**src/rtl/oszto_pkg.sv**
```systemverilog
// Shared constants for the divider scheduler: FSM encoding, client count and default width.
package oszto_pkg;

    localparam int N_CLIENTS    = 2;
    localparam int DEFAULT_BITS = 4;

    localparam logic [2:0] ST_INIT    = 3'd0;
    localparam logic [2:0] ST_IDLE    = 3'd1;
    localparam logic [2:0] ST_START   = 3'd2;
    localparam logic [2:0] ST_BUSY    = 3'd3;
    localparam logic [2:0] ST_RELEASE = 3'd4;
    localparam logic [2:0] ST_ERR     = 3'd5;

endpackage

```
**src/rtl/rr_valaszto2.sv**
```systemverilog
// Combinational two-way round-robin picker: on contention the client opposite the last grant wins.
module rr_valaszto2 (
    input  logic [1:0] req_valid,
    input  logic       last_grant,
    output logic [1:0] grant
);

    always_comb begin
        grant = 2'b00;
        case (req_valid)
            2'b01:   grant = 2'b01;
            2'b10:   grant = 2'b10;
            2'b11:   grant = last_grant ? 2'b01 : 2'b10;
            default: grant = 2'b00;
        endcase
    end

endmodule

```
**src/rtl/oszto_utemezo.sv**
```systemverilog
// Two-client scheduler for one shared oszto divider: arbitrates, runs the start/release
// handshake and routes quotient, remainder and divide-by-zero back to the requester.
//
// Handshake: a job on client i is taken on a rising edge where req_valid[i] & req_ready[i];
// req_ready is only offered in IDLE, to one client, and only while that client is valid.
// resp_valid is a one-cycle one-hot pulse; resp data holds until the next response.
module oszto_utemezo
    import oszto_pkg::*;
#(
    parameter int BITS = DEFAULT_BITS
) (
    input  logic              clk,
    input  logic              rst,
    input  logic [1:0]        req_valid,
    input  logic [2*BITS-1:0] req_a,
    input  logic [2*BITS-1:0] req_b,
    output logic [1:0]        req_ready,
    output logic [1:0]        resp_valid,
    output logic [BITS-1:0]   resp_hanyados,
    output logic [BITS-1:0]   resp_maradek,
    output logic              resp_hiba,
    output logic              div_rst,
    output logic              div_start,
    output logic [BITS-1:0]   div_a,
    output logic [BITS-1:0]   div_b,
    input  logic [BITS-1:0]   div_hanyados,
    input  logic [BITS-1:0]   div_maradek,
    input  logic              div_ready,
    output logic [2:0]        dbg_state
);

    // The divider finishes spontaneously on a zero divisor, so the parked divisor is one.
    localparam logic [BITS-1:0] PARK_B = BITS'(1);

    logic [2:0]      state_q, state_d;
    logic            id_q, id_d;
    logic            last_q, last_d;
    logic [1:0]      resp_valid_q, resp_valid_d;
    logic [BITS-1:0] resp_hanyados_q, resp_hanyados_d;
    logic [BITS-1:0] resp_maradek_q, resp_maradek_d;
    logic            resp_hiba_q, resp_hiba_d;
    logic [BITS-1:0] div_a_q, div_a_d;
    logic [BITS-1:0] div_b_q, div_b_d;

    logic [1:0]      grant;
    logic            accept;
    logic [BITS-1:0] a_sel;
    logic [BITS-1:0] b_sel;

    rr_valaszto2 u_rr (
        .req_valid  (req_valid),
        .last_grant (last_q),
        .grant      (grant)
    );

    assign accept = (state_q == ST_IDLE) && (grant != 2'b00);
    assign a_sel  = grant[1] ? req_a[BITS +: BITS] : req_a[0 +: BITS];
    assign b_sel  = grant[1] ? req_b[BITS +: BITS] : req_b[0 +: BITS];

    always_ff @(posedge clk or negedge rst) begin
        if (!rst) begin
            state_q         <= ST_INIT;
            id_q            <= 1'b0;
            last_q          <= 1'b1;
            resp_valid_q    <= 2'b00;
            resp_hanyados_q <= '0;
            resp_maradek_q  <= '0;
            resp_hiba_q     <= 1'b0;
            div_a_q         <= '0;
            div_b_q         <= PARK_B;
        end else begin
            state_q         <= state_d;
            id_q            <= id_d;
            last_q          <= last_d;
            resp_valid_q    <= resp_valid_d;
            resp_hanyados_q <= resp_hanyados_d;
            resp_maradek_q  <= resp_maradek_d;
            resp_hiba_q     <= resp_hiba_d;
            div_a_q         <= div_a_d;
            div_b_q         <= div_b_d;
        end
    end

    always_comb begin
        state_d = state_q;
        case (state_q)
            ST_INIT:    state_d = ST_IDLE;
            ST_IDLE: begin
                if (accept) begin
                    state_d = (b_sel == '0) ? ST_ERR : ST_START;
                end
            end
            ST_START:   state_d = ST_BUSY;
            ST_BUSY: begin
                if (div_ready) begin
                    state_d = ST_RELEASE;
                end
            end
            ST_RELEASE: state_d = ST_IDLE;
            ST_ERR:     state_d = ST_IDLE;
            default:    state_d = ST_INIT;
        endcase
    end

    always_comb begin
        id_d            = id_q;
        last_d          = last_q;
        resp_valid_d    = 2'b00;
        resp_hanyados_d = resp_hanyados_q;
        resp_maradek_d  = resp_maradek_q;
        resp_hiba_d     = resp_hiba_q;
        div_a_d         = div_a_q;
        div_b_d         = div_b_q;
        case (state_q)
            ST_IDLE: begin
                div_a_d = '0;
                div_b_d = PARK_B;
                if (accept) begin
                    id_d   = grant[1];
                    last_d = grant[1];
                    if (b_sel == '0) begin
                        resp_valid_d    = grant;
                        resp_hiba_d     = 1'b1;
                        resp_hanyados_d = '0;
                        resp_maradek_d  = a_sel;
                    end else begin
                        div_a_d = a_sel;
                        div_b_d = b_sel;
                    end
                end
            end
            ST_START: ;
            ST_BUSY: begin
                if (div_ready) begin
                    resp_valid_d    = id_q ? 2'b10 : 2'b01;
                    resp_hanyados_d = div_hanyados;
                    resp_maradek_d  = div_maradek;
                    resp_hiba_d     = 1'b0;
                    div_a_d         = '0;
                    div_b_d         = PARK_B;
                end
            end
            default: begin
                div_a_d = '0;
                div_b_d = PARK_B;
            end
        endcase
    end

    always_comb begin
        req_ready     = (state_q == ST_IDLE) ? grant : 2'b00;
        div_start     = (state_q == ST_START) || (state_q == ST_RELEASE);
        div_rst       = (state_q == ST_INIT);
        resp_valid    = resp_valid_q;
        resp_hanyados = resp_hanyados_q;
        resp_maradek  = resp_maradek_q;
        resp_hiba     = resp_hiba_q;
        div_a         = div_a_q;
        div_b         = div_b_q;
        dbg_state     = state_q;
    end

endmodule

```
**config.mk**
```make
export PLATFORM = sky130hd
export DESIGN_NAME = oszto_utemezo
export DESIGN_NICKNAME = d
export VERILOG_FILES = /design/src/rtl/oszto_pkg.sv /design/src/rtl/rr_valaszto2.sv /design/src/rtl/oszto_utemezo.sv
export SDC_FILE = /design/constraint.sdc
export NUM_CORES = 1
export LEC_CHECK = 0
export BUFFER_PORTS_ARGS = -buffer_cell sky130_fd_sc_hd__buf_4
export CAP_MARGIN = 30
export CORE_MARGIN = 3
export CORE_UTILIZATION = 34
export CTS_CLUSTER_SIZE = 20
export DETAILED_ROUTE_END_ITERATION = 7
export PLACE_DENSITY = 0.62
export SLEW_MARGIN = 15
export SYNTH_ARGS = -nofsm -noshare
export SYNTH_HDL_FRONTEND = slang
export SYNTH_SLANG_ARGS = --single-unit
```
**constraint.sdc**
```tcl
create_clock -name clk -period 3.74 [get_ports clk]
set_clock_uncertainty 0.05 [all_clocks]
set_input_delay 0.187 -clock clk [delete_from_list [all_inputs] [get_ports clk]]
set_output_delay 0.187 -clock clk [all_outputs]
set_load 0.01 [all_outputs]
```
# Yosys cells after proc, flatten, opt, wreduce, memory -nomap -nowiden
# Index checks and enable logic that the tools add are counted.
[word_totals]
regBits = 24
inputBits = 29
out_inout_bits = 26
word_cells = 66
[op_classes]
eq_ne = 11
muxes = 34
n_bitwise = 1
n_reduce_logical = 11
[ops]
columns = ["cell", "n"]
rows = [
  ["two-way mux 4 bit", 14],
  ["case mux 4 bit (3 select lines)", 2],
  ["case mux 4 bit (2 select lines)", 2],
  ["two-way mux 2 bit", 6],
  ["case mux 3 bit (4 select lines)", 1],
  ["two-way mux 3 bit", 3],
  ["equality test 3 x 2 -> 1 bit (second input constant)", 2],
  ["equality test 3 bit (second input constant)", 2],
  ["case mux 2 bit (3 select lines)", 1],
  ["AND reduction 2 bit", 3],
  ["equality test 2 bit (second input constant)", 2],
  ["zero test 4 bit", 1],
  ["!= test 2 bit (second input constant)", 2],
  ["case mux 2 bit (2 select lines)", 1],
  ["AND reduction 4 bit", 1],
  ["nonzero test 2 bit", 2],
  ["equality test 3 x 1 -> 1 bit (second input constant)", 1],
  ["zero test 3 bit", 1],
  ["two-way mux 1 bit", 3],
  ["OR reduction 3 bit", 1],
  ["equality test 2 x 1 -> 1 bit (second input constant)", 1],
  ["!= test 2 x 1 -> 1 bit (second input constant)", 1],
  ["case mux 1 bit (2 select lines)", 1],
  ["logical AND 1 bit", 1],
  ["2 further kinds", 2],
]

# Longest topological paths before layout
[logic_depth]
word_depth = 7
mapped_depth = 6
ltp_nobuf = 5

# Cells and area by module
# From an unflattened synthesis, not the netlist that was laid out.
[unflattened]
hier_cells = 108
area_unflattened_um2 = 1122.3
[modules_own_cells]
columns = ["mod", "instances", "cells_each", "area_each_um2", "seq_area_each_um2"]
rows = [
  ["oszto_utemezo", 1, 105, 1103.6, 603.1],
  ["rr_valaszto2", 1, 3, 18.8, 0.0],
]

# Worst setup path before layout
# No wires, ideal clock.
[synth_timing]
kind = "reg2reg"
startpoint = "register state_q[1], in the netlist dbg_state[1]"
endpoint = "register resp_maradek_q[0], in the netlist resp_maradek[0]"
setup_time_ps = 125
t_arrival_ps = 1475
required_time_ps = 3565
slack_ps = 2090
path_stages_with_launch = 7
n_path_buf = 1
period_less_slack_ps = 1650
path_cell_list = "dfrtp_1 > buf_2 > or3_1 > o211a_1 > o21ai_4 > inv_4 > mux2_4"
[synth_via]
elab_chain_len = 4
elab_cells_between_ends = 9
cone_classes = "eq/ne: 5; mux: 1; reduce/logical: 3"
[synth_rtl]
columns = ["element", "line", "text"]
rows = [
  ["start: declaration", "oszto_utemezo.sv:35", "logic [2:0] state_q, state_d;"],
  ["start signal: assignment", "oszto_utemezo.sv:72", "state_q <= state_d;"],
  ["equality test 3 x 1 -> 1 bit", "oszto_utemezo.sv:56, oszto_utemezo.sv:114", ""],
  ["logical AND 1 bit", "oszto_utemezo.sv:56", "assign accept = (state_q == ST_IDLE) && (grant != 2'b00);"],
  ["!= test 2 bit (no line)", "n/a", ""],
  ["AND reduction 4 bit (no line)", "n/a", ""],
  ["end signal: assignment", "oszto_utemezo.sv:77", "resp_maradek_q <= resp_maradek_d;"],
  ["end: declaration", "oszto_utemezo.sv:40", "logic [BITS-1:0] resp_maradek_q, resp_maradek_d;"],
]
# Parallel ways exist; a longest one is shown, timed or not.
# A chain may end at the register's enable or synchronous reset.

# Worst setup path after layout
[layout_timing]
startpoint = "register state_q[2], in the netlist dbg_state[2]"
endpoint = "output port req_ready[1]"
[layout_via]
elab_chain_len = 2
[layout_rtl]
columns = ["element", "line", "text"]
rows = [
  ["equality test 3 x 1 -> 1 bit", "oszto_utemezo.sv:151", "req_ready = (state_q == ST_IDLE) ? grant : 2'b00;"],
  ["two-way mux 2 bit", "oszto_utemezo.sv:151", ""],
  ["end: declaration", "oszto_utemezo.sv:17", "output logic [1:0] req_ready,"],
]
# Every way passes these cells.

==> summary.md <==
| Metric | Value |
|---|---|
| Hpwl dp | 2530 um |
| Rel. slew slack | 62.0% |
| Largest net degree at the start of global routing | 25 |
| Minimum clock period | 2.09 ns |
| F_max | 0.479 GHz |
| Power per cell area | 735 mW/mm^2 |
| Row Count | 20 |
| Postcts setup bufs | 0 |
| Max IR drop VDD | 0.295 mV |
| Antenna violations before repair | 0 |
| Routability cong. | 0.810 |
| Gr ovfl total | 0 |
| Yosys warning count | 0 |
| Largest area contributor in the netlist | dfrtp_1 |
| Vias/cell | 5.08 |
| Worst-path maximum fanout | 7 |
| Maximum clock path buffer count | 2 |
| Full die area | 0.00423 mm^2 |
| # diodes | 0 |
| Critical Path End Type | primary output |
| Yosys cell types | 32 |
| Slew of the pin with the lowest slew margin | 0.564 ns |
| Netlist Area Pre-Place | 0.00118 mm^2 |
| Setup violators final | 0 |
| NumNets Final | 189 |
| CTS tree | built |
| Area grow syn2layout | 41.7% |
| Fillcell total | 294 |
| Net Count, Synth | 132 |
| Clk_lat worst skew | 0.31 ns |
| Routed WL per cell | 15.0 um |
| Num ports | 55 |
| CTS Buf Count | 3 |
| Die H | 65.0 um |
| TritonRoute pass-1 iters | 4 |
| Sink Count | 24 |
| Run status | complete, no violations |
| Max-cap violations | 0 |
| Sequential element share of the synthesized area | 50.9% |
| Initial core utilization | 37.3% |
| Core ar. | 0.00318 mm^2 |
| Cells after synthesis | 103 |
| Fin cells | 203 |
| Hold slack final | 0.0376 ns |
| Drc violations | 0 |
| Chip Width | 65.0 um |
| Final WS setup | 1.65 ns |
| GRT Total Usage | 15.6% |
| Worst path arrival time | 1.85 ns |
| Synth area leaders | dfrtp_1 (46%), mux2i_1 (11%), mux2_4 (5.1%), dfstp_2 (4.4%), o2bb2ai_1 (4.4%) |
| DR vias | 1031 |
| Root Buffer Master | clkbuf_4 |
| Post-layout power | 1.23 mW |
| CP Launch Type | flip-flop |
| DRT antenna net count | 0 |
| Starting DRT DRC Count | 44 |
| CP Class | reg -> out |
| Syn_area_per_cell | 11.5 um^2 |
| Fin crit share | 55.9% |
| Pre-CTS setup slack | 1.86 ns |
| CTS H-tree depth | 1 |
| Pins Over Slew Limit | 0 |
| IO buf count | 54 |
| Vias in the first global route | 1015 |
| Placed Cells | 198 |
| Clock slew at reported path FFs | 0.13 ns |
| Lkg Pwr | 0.876 nW |
| Setup_tns | 0 ns |
| HP Class | in -> reg |
| Share of the synthesized area in the top cell type | 46.5% |
| Layout cell share with drive strength beyond 1 | 42.8% |
| Yosys reg bits | 24 |
| WP data required | 3.50 ns |
| Total Routed Length | 3050 um |
| Fin. Hold Viols | 0 |
| RSZ-0062 raised after global routing | no |
| Global-route wire length before repair | 5040 um |
-- layout by cell type, fill, tap and decap left out --
master / count
a22oi_1: 2
a21oi_1: 1
mux2_2: 1
nor4_1: 2
nor2_1: 3
mux2_4: 4
a31oi_1: 1
o21ai_4: 1
mux2i_1: 13
o21ai_0: 1
a21boi_0: 1
clkbuf_4: 3
o21ai_1: 1
dfstp_2: 2
nor3_1: 2
a21boi_1: 1
o2bb2ai_1: 6
a32o_1: 3
and2b_1: 1
dfrtp_1: 22
clkbuf_8: 1
and2_1: 1
nand2_1: 7
dlygate4sd3_1: 1
or3_1: 2
inv_4: 1
buf_4: 55
o211a_1: 1
nand3_1: 1
xnor2_1: 1
a22o_1: 4
and3_1: 4
inv_1: 9
-- area by class of cell --
cell class | instances | area [um^2] | share of cell area (%)
sequential | 24 | 603 | 35.9
clock buffer | 4 | 36.3 | 2.16
tap | 44 | 55.1 | 3.28
timing repair buffer | 56 | 423 | 25.2
inverter | 10 | 40.0 | 2.38
multi-input combinational | 65 | 522 | 31.1
-- sequential cells by signal (all words and copies together), names as in the netlist --
register and flops:
resp_hiba 1, id_q 1, div_b 4, resp_valid 2, resp_maradek 4, last_q 1
dbg_state 3, div_a 4, resp_hanyados 4
-- power by group --
group	internal (mW)	total, mW	switching, mW
combinational	0.330	0.638	0.308
sequential	0.377	0.462	0.0853
clock	0.0594	0.133	0.0734
-- critical path: stages, from the launching register on --
cell     delay (ns)
dfrtp_1        0.48
and2b_1        0.31
and2_1         0.26
o21ai_1        0.22
nor2_1         0.14
buf_4          0.13
-- worst paths after layout --
kind	to	cells past startpoint	startpoint	slack, ns
setup / recovery	req_ready[1]	5	dbg_state[2]$_DFFE_PN0P_	1.65
hold / removal	resp_hanyados[3]$_DFFE_PN0P_	2	div_hanyados[3]	0.04
setup reg to reg	resp_maradek[2]$_DFFE_PN0P_	6	last_q$_DFFE_PN1P_	1.85
hold reg to reg	div_a[2]$_DFFE_PN0P_	1	div_a[2]$_DFFE_PN0P_	0.46
max in group asynchronous	div_b[0]$_DFFE_PN1P_	2	rst	3.10
min in group asynchronous	dbg_state[2]$_DFFE_PN0P_	2	rst	0.25
-- cell usage after synthesis --
cell type	instances
a21boi_0	1
a21boi_1	1
a21oi_1	1
a22o_1	4
a22oi_1	2
a31oi_1	1
a32o_1	3
and2_1	1
and2b_1	1
and3_1	4
buf_2	1
buf_4	1
clkbuf_1	2
dfrtp_1	22
dfstp_2	2
inv_1	9
inv_4	1
mux2_2	1
mux2_4	4
mux2i_1	13
nand2_1	7
nand3_1	1
nor2_1	3
nor3_1	2
nor4_1	2
o211a_1	1
o21ai_0	1
o21ai_1	1
o21ai_4	1
o2bb2ai_1	6
or3_1	2
xnor2_1	1
-- per-layer routing --
metal / global-route usage [%] / wire length [um] / up-vias
met1: 20.0 / 1290 / 513
met3: 2.95 / 138 / 2
met2: 27.3 / 1590 / 32
met4: 3.11 / 30 / 0
li1: - / - / 484
met5: 0 / 0 / -
-- logic make-up after synthesis --
family	share of synthesized area, %
buf+inv	5.07
simple gates	9.82
compound gates	16.5
xor+xnor	0.739
mux	17.0
flops	50.9
-- per-stage QoR --
step / instance area [um^2] / util (%)
final: 1680 / 52.8
after global routing: 1680 / 52.8
after CTS: 1680 / 52.8
after detailed placement: 1630 / 51.4
after global placement: 1630 / 51.4
after floorplan: 1180 / -
-- repair_timing --
item / CTS / global route
gates resized for setup: 0 / 0
hold buffers: 1 / 0
endpoints found under the hold margin: 24 / 0
Power figures use the tool's default switching activity.
